--- config.mk ---
export PLATFORM = sky130hd
export DESIGN_NAME = trigger_event_gen
export DESIGN_NICKNAME = d
export VERILOG_FILES = /design/src/rtl/trigger_event_gen.sv
export SDC_FILE = /design/constraint.sdc
export NUM_CORES = 1
export LEC_CHECK = 0
export CORE_AREA = 4 4 99 63
export DETAILED_ROUTE_END_ITERATION = 7
export DIE_AREA = 0 0 103 67
export GPL_TIMING_DRIVEN = 0
export MAX_ROUTING_LAYER = met4
export PLACE_DENSITY_LB_ADDON = 0.3
export SLEW_MARGIN = 20
export SYNTH_ARGS = -nofsm -noshare
export SYNTH_HDL_FRONTEND = slang
export SYNTH_SLANG_ARGS = --single-unit
--- constraint.sdc ---
create_clock -name clk -period 3.7 [get_ports clk]
set_input_delay 0.37 -clock clk [delete_from_list [all_inputs] [get_ports clk]]
set_output_delay 0.37 -clock clk [all_outputs]
set_load 0.02 [all_outputs]
--- src/rtl/trigger_event_gen.sv ---
// Trigger event generator: masked compare of each sample, level/edge condition encoding into
// a 2-bit event, carried through a 1-deep register slice. Optional holdoff: TRIGGER_EVENT_HOLDOFF_EN.
module trigger_event_gen #(
  parameter int SDW = 32,
  parameter int HCW = 8
) (
  input  logic           clk,
  input  logic           rst,
  input  logic [SDW-1:0] cfg_msk,
  input  logic [SDW-1:0] cfg_val,
  input  logic [1:0]     cfg_clr,
  input  logic [1:0]     cfg_inc,
  input  logic [1:0]     cfg_dec,
  input  logic [HCW-1:0] cfg_hld,
  input  logic           sti_valid,
  output logic           sti_ready,
  input  logic [SDW-1:0] sti_data,
  output logic           sto_valid,
  input  logic           sto_ready,
  output logic [SDW-1:0] sto_data,
  output logic [1:0]     sto_tevent
);

  localparam logic [1:0] EV_IDLE = 2'b00;
  localparam logic [1:0] EV_CLR  = 2'b01;
  localparam logic [1:0] EV_INC  = 2'b10;
  localparam logic [1:0] EV_DEC  = 2'b11;

  function automatic logic cond_hit(input logic [1:0] sel, input logic m, input logic pm);
    case (sel)
      2'b01:   return m;
      2'b10:   return m & ~pm;
      2'b11:   return ~m & pm;
      default: return 1'b0;
    endcase
  endfunction

  // Clear dominates; simultaneous increment and decrement cancel to idle.
  function automatic logic [1:0] encode_event(input logic clr, input logic inc, input logic dec);
    if (clr)             return EV_CLR;
    else if (inc && !dec) return EV_INC;
    else if (dec && !inc) return EV_DEC;
    else                 return EV_IDLE;
  endfunction

  logic           sto_valid_q, sto_valid_d;
  logic [SDW-1:0] sto_data_q,  sto_data_d;
  logic [1:0]     sto_tevent_q, sto_tevent_d;
  logic           prv_match_q, prv_match_d;

  logic           sti_transfer;
  logic           match;
  logic [1:0]     raw_ev;
  logic [1:0]     ev;

  // Input stage: compare and condition evaluation
  always_comb begin
    sti_ready    = ~sto_valid_q | sto_ready;
    sti_transfer = sti_valid & sti_ready;
    match        = ((sti_data ^ cfg_val) & cfg_msk) == '0;
    raw_ev       = encode_event(cond_hit(cfg_clr, match, prv_match_q),
                                cond_hit(cfg_inc, match, prv_match_q),
                                cond_hit(cfg_dec, match, prv_match_q));
  end

`ifdef TRIGGER_EVENT_HOLDOFF_EN
  logic [HCW-1:0] hld_cnt_q, hld_cnt_d;

  // Holdoff counts input transfers, not cycles, so stalls do not shorten it.
  always_comb begin
    ev        = raw_ev;
    hld_cnt_d = hld_cnt_q;
    if (sti_transfer) begin
      if (raw_ev == EV_CLR) begin
        hld_cnt_d = '0;
      end else if (hld_cnt_q != '0) begin
        hld_cnt_d = hld_cnt_q - HCW'(1);
        if (raw_ev[1]) ev = EV_IDLE;
      end else if (raw_ev[1]) begin
        hld_cnt_d = cfg_hld;
      end
    end
  end

  always_ff @(posedge clk or posedge rst) begin
    if (rst) hld_cnt_q <= '0;
    else     hld_cnt_q <= hld_cnt_d;
  end
`else
  logic unused_hld;
  assign unused_hld = ^cfg_hld;

  always_comb begin
    ev = raw_ev;
  end
`endif

  always_comb begin
    sto_valid_d  = sto_valid_q;
    sto_data_d   = sto_data_q;
    sto_tevent_d = sto_tevent_q;
    prv_match_d  = prv_match_q;
    if (sti_transfer) begin
      sto_valid_d  = 1'b1;
      sto_data_d   = sti_data;
      sto_tevent_d = ev;
      prv_match_d  = match;
    end else if (sto_valid_q && sto_ready) begin
      sto_valid_d  = 1'b0;
    end
  end

  // Output stage: register slice
  always_ff @(posedge clk or posedge rst) begin
    if (rst) begin
      sto_valid_q  <= 1'b0;
      sto_data_q   <= '0;
      sto_tevent_q <= EV_IDLE;
      prv_match_q  <= 1'b0;
    end else begin
      sto_valid_q  <= sto_valid_d;
      sto_data_q   <= sto_data_d;
      sto_tevent_q <= sto_tevent_d;
      prv_match_q  <= prv_match_d;
    end
  end

  assign sto_valid  = sto_valid_q;
  assign sto_data   = sto_data_q;
  assign sto_tevent = sto_tevent_q;

endmodule

# Word-level counts from Yosys, hierarchy flattened
# Cells that the tools add are included.
[word_totals]
reg_bits = 36
input_bits = 114
out_inout_bits = 36
elab_cells = 37
[op_classes]
n_eq_ne = 9
muxes = 8
n_bitwise = 9
reduce_logical = 7
[op_table]
columns = ["operator", "n"]
rows = [
  ["$and A32 B32 Y32", 1],
  ["$logic_not A32 Y1", 1],
  ["$xor A32 B32 Y32", 1],
  ["$eq A2 B2 Y1 const B", 6],
  ["$pmux W1 S3", 3],
  ["$eq A2 B1 Y1 const B", 3],
  ["$mux W2", 3],
  ["$and A1 B1 Y1", 3],
  ["$logic_and A1 B1 Y1", 3],
  ["$not A1 Y1", 3],
  ["$logic_not A1 Y1", 2],
  ["$mux W1", 2],
  ["$reduce_bool A2 Y1", 1],
  ["$or A1 B1 Y1", 1],
]

# Longest topological paths before layout
[depth]
depth_word = 11
depth_mapped = 8
depth_no_buf = 8

# Least setup slack after synthesis
# No wires, ideal clock.
[synth_path]
path_kind = "in2reg"
start = "input port sti_data[20]"
end = "register sto_tevent_q[1] (netlist: sto_tevent[1])"
setup_ns = 0.077
arrival_ns = 1.993
t_required_ns = 3.623
setup_slack_ns = 1.630
cell_stages = 8
path_buffers = 0
cell_sequence = "xor2_1 -> a22oi_1 -> nand4_1 -> nor4_4 -> mux2i_1 -> a32o_1 -> ha_1 -> o21ai_1"
[synth_between]
elab_chain_cells = 11
elab_cells_between_ends = 16
classes_between = "6 x mux; 5 x bitwise; 5 x reduce/logical"
[synth_lines]
columns = ["element", "line", "source"]
rows = [
  ["from (decl)", "17", "input logic [SDW-1:0] sti_data,"],
  ["$xor A32 B32 Y32 *", "60", "match = ((sti_data ^ cfg_val) & cfg_msk) == '0;"],
  ["$and A32 B32 Y32 *", "60", ""],
  ["$logic_not A32 Y1 *", "60", ""],
  ["$not A1 Y1", "33", "2'b11: return ~m & pm;"],
  ["$and A1 B1 Y1", "33", ""],
  ["$pmux W1 S3", "30", "case (sel)"],
  ["$logic_not A1 Y1", "42", "else if (dec && !inc) return EV_DEC;"],
  ["$logic_and A1 B1 Y1", "42", ""],
  ["$mux W2", "42", ""],
  ["$mux W2", "41", "else if (inc && !dec) return EV_INC;"],
  ["$mux W2 *", "40", "if (clr) return EV_CLR;"],
  ["to (signal assigned)", "123", "sto_tevent_q <= sto_tevent_d;"],
  ["to (decl)", "48", "logic [1:0] sto_tevent_q, sto_tevent_d;"],
]
# Mark *: on every way between the ends. The rest lies on a longest branch, timed or not.
# A chain may end at the register's enable or synchronous reset.

# Final worst setup path
[layout_path]
start = "input port sti_data[21]"
end = "register sto_tevent_q[1] (netlist: sto_tevent[1])"
# Same word-level chain as after synthesis.

==> flow_metrics.env <==
export IMPL_place_hpwl_um=4950
export IMPL_die_w_um=103
export IMPL_path_buf_inv=1
export IMPL_holdCritPathClass="input port to async pin"
export IMPL_drtAntennaViolNets=0
export IMPL_post_cts_buffers=0
export IMPL_n_antenna_cell=0
export IMPL_cts_root_buffer="clkbuf_8"
export IMPL_die_area_sq_um=6900
export IMPL_drc=0
export IMPL_yosysWarnings=0
export IMPL_grt_pass1_vias=1812
export IMPL_cts_tree="built"
export IMPL_slew_headroom=0.567
export IMPL_floorplan_initialDensity=0.347
export IMPL_drtIter0Drc=35
export IMPL_max_clock_freq_ghz=0.393
export IMPL_antenna_found_initial=0
export IMPL_finalHoldViolCount=0
export IMPL_cts_hold_buf=0
export IMPL_synth_distinct_cells=22
export IMPL_port_buffers=141
export IMPL_clk_pin_slew_ns=0.07
export IMPL_vdd_drop_max_mv=0.154
export IMPL_rsz0062_at_grt="no"
export IMPL_p_total_mw=1.20
export IMPL_worstPathRequired_ns=3.90
export IMPL_synth_area_sq_um=1880
export IMPL_dpl_cell_count=359
export IMPL_dr_pass1_iters=5
export IMPL_grt_max_degree=23
export IMPL_tightest_slew_ns=0.650
export IMPL_die_y_um=67
export IMPL_postSynthCellCount=148
export IMPL_maxCapViolCount=0
export IMPL_skew_ns=0.00235
export IMPL_syn_to_final_growth_pct=86.0
export IMPL_mostFrequentLayoutCells="clkdlybuf4s50_1, dfrtp_1, mux2_2"
export IMPL_cp_end_kind="flip-flop"
export IMPL_grt_overflow=0
export IMPL_start_kind="input port"
export IMPL_core_area_sq_um=5410
export IMPL_cts_resized=0
export IMPL_mostFrequentLayoutCell="clkdlybuf4s50_1"
export IMPL_drive_gt1_frac=0.141
export IMPL_max_stage_delay_ns=0.52
export IMPL_synth_seq_cells=36
export IMPL_crit_chain="clkdlybuf4s50_1 -> xor2_1 -> a22oi_1 -> nand4_1 -> nor4_4 -> mux2i_1 -> a32o_1 -> ha_1 -> o21ai_1"
export IMPL_clkSinkCount=36
export IMPL_gp_congestion=0.761
export IMPL_via_per_inst=4.72
export IMPL_avgSynthCellArea_sq_um=12.7
export IMPL_ys_seq_area_frac=0.480
export IMPL_drt_wl_total_um=5810
export IMPL_vias=1734
export IMPL_crit_arrival_ns=2.75
export IMPL_slew_violations=0
export IMPL_final_nets=412
export IMPL_cts_buffers=5
export IMPL_cts_htree_levels=2
export IMPL_grtUsageTotal=0.170
export IMPL_grt_pass1_wl_um=8610
export IMPL_worst_skew_pair_late_latency_ns=0.28
export IMPL_critPathSlowestCell="nor4_4"
export IMPL_p_leak_nw=1.42
export IMPL_rows=21
export IMPL_min_period_over_period=0.688
export IMPL_tns_ns=0
export IMPL_finalNonFillerCells=367
export IMPL_powerDensity_nw_per_um2=344
export IMPL_critPathMaxFanout=6
export IMPL_clk_path_buf_depth=2
export IMPL_crit_family="simple AND/OR/NAND/NOR gates"
export IMPL_criticalPathCategory="input port to flip-flop"
export IMPL_syn_nets=263
export IMPL_io_pin_count=150
export IMPL_finalSetupViolations=0
export IMPL_status="completed"
export IMPL_fin_crit_ns=2.55
export IMPL_utilization=0.645
export IMPL_post_drt_wl_per_cell_um=15.8
Yosys cell counts:
library cell / number / area (sq um)
nor4_4: 1 / 21.3
xor2_1: 32 / 280
a22oi_1: 16 / 120
clkbuf_1: 3 / 11.3
mux2_2: 33 / 372
nand3_1: 1 / 5.00
dfrtp_1: 36 / 901
nor3b_1: 1 / 7.51
nor3_1: 1 / 5.00
o21ai_1: 1 / 5.00
or3_1: 1 / 6.26
nand4_1: 4 / 25.0
mux2i_1: 3 / 30.0
nor2_1: 1 / 3.75
ha_1: 1 / 12.5
o22a_1: 1 / 8.76
a32o_1: 1 / 10.0
a31oi_1: 2 / 12.5
inv_1: 3 / 11.3
nand2_1: 3 / 11.3
nor2b_1: 1 / 6.26
nand2b_1: 2 / 12.5
layout make-up:
type                       count  area, sq um
tap                           69         86.3
clock buffer                   8         90.1
inverter                       3         11.3
buffer                         3         11.3
fill                         443         1920
sequential                    36          901
multi-input combinational    106          955
timing repair buffer         142         1440
final timing paths:
path	from	end	slack, ns	depth (start not counted)
setup / recovery	sti_data[21]	sto_tevent[1]	1.15	9
hold / removal	rst	sto_data[3]	0.38	2
setup reg to reg	sto_valid	sto_data[24]	1.89	4
hold reg to reg	sto_tevent[1]	sto_tevent[1]	0.50	2
max in group asynchronous	rst	sto_data[21]	2.89	3
min in group clk	sto_tevent[1]	sto_tevent[1]	0.50	2
worst reg2reg max path, stage by stage, from the launching register on:
cell and delay (ns):
dfrtp_1 0.35, nand2b_1 0.09, nand2_1 0.29, clkbuf_1 0.55
mux2_2 0.41
per-layer routing:
| metal | vias up | GRT usage | share of wire | wire [um] |
|---|---|---|---|---|
| met2 | 94 | 0.268 | 0.44 | 2550 |
| met4 | 0 | 0.0307 | 0.0050 | 29 |
| met1 | 800 | 0.214 | 0.43 | 2500 |
| li1 | 836 | - | - | - |
| met5 | - | - | 0 | 0 |
| met3 | 4 | 0.0617 | 0.13 | 733 |
stage by stage:
stage / cell area, sq um / worst slack, ns / hold slack [ns]
floorplan: 1880 / 1.63 / 0.478
global placement: 3380 / 0.876 / 0.478
detailed placement: 3400 / 0.838 / 0.481
CTS: 3490 / 1.13 / 0.390
global route: 3490 / 0.957 / 0.416
finish: 3490 / 1.15 / 0.383
state kept, by name, summed over array words and instances (netlist names):
register and count:
prv_match_q 1, sto_tevent 2, sto_valid 1, sto_data 32
power breakdown:
| part | internal (mW) | switching (mW) | total (mW) |
|---|---|---|---|
| registers | 0.447 | 0.0255 | 0.473 |
| logic | 0.263 | 0.182 | 0.446 |
| clock network | 0.152 | 0.132 | 0.284 |
| total | 0.862 | 0.340 | 1.20 |
cells by family after synthesis:
family,synth area share
AO/OA/AOI/OAI,0.0833
XOR/XNOR,0.149
adder cells (fa/ha/maj),0.00666
buffers and inverters,0.0120
flip-flops,0.480
multiplexers,0.214
AND/OR/NAND/NOR,0.0553
No activity file was read; power rests on OpenSTA's default activity.
